**config.mk**
```make
export PLATFORM = sky130hd
export DESIGN_NAME = vga_tile_scheduler_flat
export DESIGN_NICKNAME = d
export VERILOG_FILES = /design/src/rtl/vga_tile_scheduler_if.sv /design/src/rtl/vga_tile_scheduler.sv /design/src/flat_wrapper.sv
export SDC_FILE = /design/constraint.sdc
export NUM_CORES = 1
export LEC_CHECK = 0
export BUFFER_PORTS_ARGS = -buffer_cell sky130_fd_sc_hd__buf_2
export CAP_MARGIN = 25
export CORE_UTILIZATION = 49
export CTS_CLUSTER_SIZE = 16
export DETAILED_ROUTE_END_ITERATION = 8
export PLACE_DENSITY = 0.84
export SLEW_MARGIN = 20
export SYNTH_ARGS = -nofsm -noshare
export SYNTH_HDL_FRONTEND = slang
export SYNTH_SLANG_ARGS = --single-unit
```
**constraint.sdc**
```tcl
create_clock -name clk -period 1.7 [get_ports clk]
set_input_delay 0.17 -clock clk [delete_from_list [all_inputs] [get_ports clk]]
set_output_delay 0.17 -clock clk [all_outputs]
set_load 0.02 [all_outputs]
```
**src/rtl/vga_tile_scheduler_if.sv**
```systemverilog
// Requester, glyph-lookup and vga_adapter signals of the tile scheduler.
// slave: scheduler side; master: requesters, lookup and display side.
interface vga_tile_scheduler_if;
  logic       req_a;
  logic [3:0] col_a;
  logic [2:0] row_a;
  logic [4:0] val_a;
  logic       ack_a;
  logic       req_b;
  logic [3:0] col_b;
  logic [2:0] row_b;
  logic [4:0] val_b;
  logic       ack_b;
  logic [4:0] glyph_val;
  logic [3:0] glyph_u;
  logic [3:0] glyph_v;
  logic       glyph_on;
  logic [7:0] x;
  logic [6:0] y;
  logic [2:0] colour;
  logic       plot;
  logic       busy;
  logic       err;

  modport slave (
    input  req_a, col_a, row_a, val_a,
    input  req_b, col_b, row_b, val_b,
    input  glyph_on,
    output ack_a, ack_b,
    output glyph_val, glyph_u, glyph_v,
    output x, y, colour, plot,
    output busy, err
  );

  modport master (
    output req_a, col_a, row_a, val_a,
    output req_b, col_b, row_b, val_b,
    output glyph_on,
    input  ack_a, ack_b,
    input  glyph_val, glyph_u, glyph_v,
    input  x, y, colour, plot,
    input  busy, err
  );
endinterface

```
**src/rtl/vga_tile_scheduler.sv**
```systemverilog
// Round-robin glyph tile drawer: grants A/B, sweeps 16x16 pixels of a
// 10x7 tile grid, queries the glyph lookup, drives vga_adapter x/y/colour/plot.
// Ports: clk, reset (sync, active-high), bus (vga_tile_scheduler_if.slave).
module vga_tile_scheduler #(
  parameter logic [2:0] FG_COLOUR = 3'b000,
  parameter logic [2:0] BG_COLOUR = 3'b111,
  parameter logic [4:0] CLEAR_VAL = 5'd31
) (
  input logic                 clk,
  input logic                 reset,
  vga_tile_scheduler_if.slave bus
);

  typedef enum logic {IDLE, DRAW} state_e;

  state_e     state_q, state_d;
  logic       last_b_q, last_b_d;
  logic [7:0] cnt_q, cnt_d;
  logic [3:0] col_q, col_d;
  logic [2:0] row_q, row_d;
  logic [4:0] val_q, val_d;
  logic       ack_a_q, ack_a_d;
  logic       ack_b_q, ack_b_d;
  logic       err_q, err_d;
  logic [7:0] x_q, x_d;
  logic [6:0] y_q, y_d;
  logic [2:0] colour_q, colour_d;
  logic       plot_q, plot_d;
  logic [7:0] uv_q, uv_d;
  logic [4:0] gval_q, gval_d;

  logic       gnt_a, gnt_b;
  logic [3:0] gcol;
  logic [2:0] grow;
  logic [4:0] gval;
  logic       in_range;
  logic       draw;

  // last_b_q set means B won the previous grant, so A wins a tie.
  assign gnt_a    = bus.req_a & (~bus.req_b | last_b_q);
  assign gnt_b    = bus.req_b & ~gnt_a;
  assign gcol     = gnt_a ? bus.col_a : bus.col_b;
  assign grow     = gnt_a ? bus.row_a : bus.row_b;
  assign gval     = gnt_a ? bus.val_a : bus.val_b;
  assign in_range = (gcol <= 4'd9) && (grow <= 3'd6);
  assign draw     = (state_q == DRAW);

  always_comb begin
    state_d  = state_q;
    last_b_d = last_b_q;
    cnt_d    = cnt_q;
    col_d    = col_q;
    row_d    = row_q;
    val_d    = val_q;
    ack_a_d  = 1'b0;
    ack_b_d  = 1'b0;
    err_d    = 1'b0;
    x_d      = x_q;
    y_d      = y_q;
    colour_d = colour_q;
    plot_d   = 1'b0;
    uv_d     = uv_q;
    gval_d   = gval_q;
    case (state_q)
      IDLE: begin
        if (gnt_a | gnt_b) begin
          col_d    = gcol;
          row_d    = grow;
          val_d    = gval;
          ack_a_d  = gnt_a;
          ack_b_d  = gnt_b;
          last_b_d = gnt_b;
          if (in_range) begin
            state_d = DRAW;
            cnt_d   = '0;
          end else begin
            err_d = 1'b1;
          end
        end
      end
      DRAW: begin
        // col*16+u and row*16+v are plain bit concatenations.
        x_d    = {col_q, cnt_q[3:0]};
        y_d    = {row_q, cnt_q[7:4]};
        colour_d = (bus.glyph_on && val_q != CLEAR_VAL)
                   ? FG_COLOUR : BG_COLOUR;
        plot_d = 1'b1;
        cnt_d  = cnt_q + 8'd1;
        uv_d   = cnt_q;
        gval_d = val_q;
        if (cnt_q == 8'hff) state_d = IDLE;
      end
      default: state_d = IDLE;
    endcase
  end

  always_ff @(posedge clk) begin
    if (reset) begin
      state_q  <= IDLE;
      last_b_q <= 1'b1;
      cnt_q    <= '0;
      col_q    <= '0;
      row_q    <= '0;
      val_q    <= '0;
      ack_a_q  <= 1'b0;
      ack_b_q  <= 1'b0;
      err_q    <= 1'b0;
      x_q      <= '0;
      y_q      <= '0;
      colour_q <= BG_COLOUR;
      plot_q   <= 1'b0;
      uv_q     <= '0;
      gval_q   <= '0;
    end else begin
      state_q  <= state_d;
      last_b_q <= last_b_d;
      cnt_q    <= cnt_d;
      col_q    <= col_d;
      row_q    <= row_d;
      val_q    <= val_d;
      ack_a_q  <= ack_a_d;
      ack_b_q  <= ack_b_d;
      err_q    <= err_d;
      x_q      <= x_d;
      y_q      <= y_d;
      colour_q <= colour_d;
      plot_q   <= plot_d;
      uv_q     <= uv_d;
      gval_q   <= gval_d;
    end
  end

  // Lookup address follows the counter in DRAW, else holds the last one.
  assign bus.glyph_u   = draw ? cnt_q[3:0] : uv_q[3:0];
  assign bus.glyph_v   = draw ? cnt_q[7:4] : uv_q[7:4];
  assign bus.glyph_val = draw ? val_q : gval_q;
  assign bus.ack_a     = ack_a_q;
  assign bus.ack_b     = ack_b_q;
  assign bus.err       = err_q;
  assign bus.x         = x_q;
  assign bus.y         = y_q;
  assign bus.colour    = colour_q;
  assign bus.plot      = plot_q;
  assign bus.busy      = draw;

endmodule

```
**src/flat_wrapper.sv**
```systemverilog
// flat-port wrapper written by rule: the top's interface ports become plain ports
module vga_tile_scheduler_flat 
#(
  parameter logic [2:0] FG_COLOUR = 3'b000,
  parameter logic [2:0] BG_COLOUR = 3'b111,
  parameter logic [4:0] CLEAR_VAL = 5'd31
)
  (clk, reset, bus_req_a, bus_col_a, bus_row_a, bus_val_a, bus_req_b, bus_col_b, bus_row_b, bus_val_b, bus_glyph_on, bus_ack_a, bus_ack_b, bus_glyph_val, bus_glyph_u, bus_glyph_v, bus_x, bus_y, bus_colour, bus_plot, bus_busy, bus_err);
  vga_tile_scheduler_if bus_i ();
  input logic clk;
  input logic reset;
  input wire logic [$bits(bus_i.req_a)-1:0] bus_req_a;
  input wire logic [$bits(bus_i.col_a)-1:0] bus_col_a;
  input wire logic [$bits(bus_i.row_a)-1:0] bus_row_a;
  input wire logic [$bits(bus_i.val_a)-1:0] bus_val_a;
  input wire logic [$bits(bus_i.req_b)-1:0] bus_req_b;
  input wire logic [$bits(bus_i.col_b)-1:0] bus_col_b;
  input wire logic [$bits(bus_i.row_b)-1:0] bus_row_b;
  input wire logic [$bits(bus_i.val_b)-1:0] bus_val_b;
  input wire logic [$bits(bus_i.glyph_on)-1:0] bus_glyph_on;
  output wire logic [$bits(bus_i.ack_a)-1:0] bus_ack_a;
  output wire logic [$bits(bus_i.ack_b)-1:0] bus_ack_b;
  output wire logic [$bits(bus_i.glyph_val)-1:0] bus_glyph_val;
  output wire logic [$bits(bus_i.glyph_u)-1:0] bus_glyph_u;
  output wire logic [$bits(bus_i.glyph_v)-1:0] bus_glyph_v;
  output wire logic [$bits(bus_i.x)-1:0] bus_x;
  output wire logic [$bits(bus_i.y)-1:0] bus_y;
  output wire logic [$bits(bus_i.colour)-1:0] bus_colour;
  output wire logic [$bits(bus_i.plot)-1:0] bus_plot;
  output wire logic [$bits(bus_i.busy)-1:0] bus_busy;
  output wire logic [$bits(bus_i.err)-1:0] bus_err;
  assign bus_i.req_a = bus_req_a;
  assign bus_i.col_a = bus_col_a;
  assign bus_i.row_a = bus_row_a;
  assign bus_i.val_a = bus_val_a;
  assign bus_i.req_b = bus_req_b;
  assign bus_i.col_b = bus_col_b;
  assign bus_i.row_b = bus_row_b;
  assign bus_i.val_b = bus_val_b;
  assign bus_i.glyph_on = bus_glyph_on;
  assign bus_ack_a = bus_i.ack_a;
  assign bus_ack_b = bus_i.ack_b;
  assign bus_glyph_val = bus_i.glyph_val;
  assign bus_glyph_u = bus_i.glyph_u;
  assign bus_glyph_v = bus_i.glyph_v;
  assign bus_x = bus_i.x;
  assign bus_y = bus_i.y;
  assign bus_colour = bus_i.colour;
  assign bus_plot = bus_i.plot;
  assign bus_busy = bus_i.busy;
  assign bus_err = bus_i.err;
  vga_tile_scheduler #(.FG_COLOUR(FG_COLOUR), .BG_COLOUR(BG_COLOUR), .CLEAR_VAL(CLEAR_VAL)) u_core (.clk(clk), .reset(reset), .bus(bus_i));
endmodule
```
==> metrics.yaml <==
ant_nets: 0
die_area_mm2: 0.00428
totalNegativeSetupSlack_ps: 0
hold_buffers: 0
grt_start_max_net_pins: 30
syn_nets: 253
post_cts_buffers: 0
syn2layout_area_growth_pct: 23.2
drt_iter0_markers: 122
cts_root_buf: "clkbuf_8"
pwr_density_cell_mw_per_mm2: 923
coreArea_mm2: 0.00377
crit_path_start_kind: "flop"
grt_pass1_vias: 1672
hpwl_um: 3230
port_buffers: 64
hold_violations: 0
yosys.area.top_type: "dfxtp_1"
crit_fanout: 10
drv_cap: 0
wl_per_cell_um: 12.6
period_needed_ps: 1570
crit_path_max_incr_delay_ps: 390
grt_pass1_wl_um: 7300
place_congestion: 0.829
syn_area_mm2: 0.00197
antenna_found_initial: 0
dieWidth_um: 65.5
path_cells: "buf_4 > mux2_1 > buf_2"
finalCritPeriodShare: 0.923
async_reset_ff_frac: 0
h-tree-depth: 2
die_y_um: 65.5
cts.sinks: 47
status: "complete, no violations"
syn_inst: 223
diodes: 0
fmax_ghz: 0.638
yosys-top-cells-count: "dfxtp_1, nand2_1, nor2_1, nor2b_1"
critPathBufInv: 2
start_util: 0.523
ys_ff_latch: 47
tightest_slew_ps: 495
grt.total_usage: 0.223
final_cells: 336
synth_edf_count: 0
slowest_stage: "dfxtp_2"
finalWirelength_um: 4230
maxSlewViolCount: 0
drt-vias-per-instance: 5.22
drc: 0
drive_above_1_share: 0.285
path_class: "reg2out"
ys_types: 32
clk_pin_slew_ps: 80
synth_area_leaders: "dfxtp_1, nand2_1, mux2_1"
leakagePower_nw: 1.14
grt-ovfl-total: 0
peakVddDrop_uv: 612
synth_top_area_share: 0.477
synth.most_common_cell: "dfxtp_1"
critPathArrivalTime_ps: 1400
synthFlopType: "dfxtp_1"
dp.cells: 329
clock_path_buffers: 2
cts_tree: "done"
nNetsFinal: 318
hold_class: "in2reg"
crit_family: "flip-flops"
vias: 1753
yosysSeqAreaShare: 0.477
slew_headroom: 0.670
fp-row-count: 22
yosysWarningCount: 0
insertion_delay_ps: 290
ios: 65
required_ps: 1530
syn_area_per_cell_um2: 8.85
rsz0062_at_grt: "no"
end_kind: "output pin"
cts_made_buffers: 5
skew_ps: 6.80
first_pass_iters: 4
cts_resized: 0
setup_violations: 0
where the power goes:
group	switching, mW	internal (mW)	total (mW)
registers	0.0413	1.17	1.21
clock network	0.330	0.319	0.649
logic	0.228	0.159	0.387
total	0.599	1.65	2.24
logic make-up (layout without fill, tap and decap cells):
kind of cell / after synthesis / in the layout / synth area share
mux: 19 / 19 / 0.104
flops: 47 / 47 / 0.477
compound gates: 28 / 28 / 0.102
buf+inv: 17 / 82 / 0.0419
xor+xnor: 1 / 1 / 0.00444
simple gates: 110 / 110 / 0.264
fa+ha+maj: 1 / 1 / 0.00634
layout by cell type, fill, tap and decap left out:
| cell type | n |
|---|---|
| nor3_1 | 2 |
| o22ai_1 | 3 |
| and3_1 | 2 |
| o21a_1 | 1 |
| dfxtp_1 | 46 |
| a21oi_1 | 1 |
| nand3b_1 | 2 |
| clkinv_2 | 1 |
| or3b_1 | 1 |
| o211ai_1 | 2 |
| nor2_2 | 1 |
| nor4_1 | 1 |
| o21ai_1 | 5 |
| xnor2_1 | 1 |
| ha_1 | 1 |
| dfxtp_2 | 1 |
| mux2i_1 | 7 |
| mux2_1 | 12 |
| buf_4 | 8 |
| a311oi_1 | 12 |
| nand3_1 | 9 |
| nor2_1 | 23 |
| o21ai_0 | 3 |
| inv_1 | 2 |
| nand2b_1 | 4 |
| inv_2 | 1 |
| nor2b_1 | 15 |
| or2_1 | 1 |
| clkbuf_8 | 6 |
| or3_1 | 5 |
| nand2_1 | 40 |
| nand4_1 | 4 |
| o21ba_1 | 1 |
| buf_2 | 64 |
worst reg2reg max path: cells and delay by family (launching register included):
kind             cells  cell delay, ps
AO/OA/AOI/OAI        1             330
flip-flops           1             330
AND/OR/NAND/NOR      3             660
worst paths after layout:
path | from | depth (start not counted) | slack [ps] | to
worst min-delay path | bus_val_a[1] | 3 | 140 | u_core.val_q[1]
worst max register to register | u_core.last_b_q | 4 | 290 | u_core.col_q[1]
worst max-delay path | u_core.bus.busy | 3 | 130 | bus_glyph_u[1]
worst min register to register | u_core.bus.y[4] | 2 | 490 | u_core.bus.y[4]
cell type report:
cell class | count | area (um2)
Tap cell | 48 | 60.1
Fill cell | 329 | 1340
Sequential cell | 47 | 942
Multi-Input combinational cell | 159 | 950
Clock inverter | 1 | 5.00
Clock buffer | 6 | 82.6
Inverter | 3 | 11.3
Timing Repair Buffer | 72 | 380
layer usage:
metal  part of all wire  global-route usage  vias to the layer above
met2               0.50               0.379                       46
met5                  0                   0                        -
met4              0.020               0.133                        0
met1               0.44               0.256                      804
li1                   -                   -                      894
met3              0.043              0.0469                        9
sequential cells by signal (all words and copies together), names as in the netlist:
name,count
u_core.row_q,3
u_core.bus.plot,1
u_core.last_b_q,1
u_core.cnt_q,8
u_core.bus.busy,1
u_core.bus.y,4
u_core.val_q,5
u_core.bus.err,1
u_core.gval_q,5
u_core.bus.colour,1
u_core.col_q,4
u_core.bus.ack_a,1
u_core.uv_q,7
u_core.bus.ack_b,1
u_core.bus.x,4
through the flow:
stage | hold WS, ps | cell area (um2) | worst slack (ps) | utilization | total power [mW]
detailed placement | 441 | 2340 | 287 | 0.621 | 1.62
floorplan | 316 | 1970 | 266 | - | 1.49
global placement | 436 | 2340 | 378 | 0.621 | 1.61
finish | 138 | 2430 | 132 | 0.645 | 2.24
global route | 134 | 2430 | 47.3 | 0.645 | 2.37
CTS | 133 | 2430 | 38.4 | 0.644 | 2.26
(Power assumes the default switching activity.)
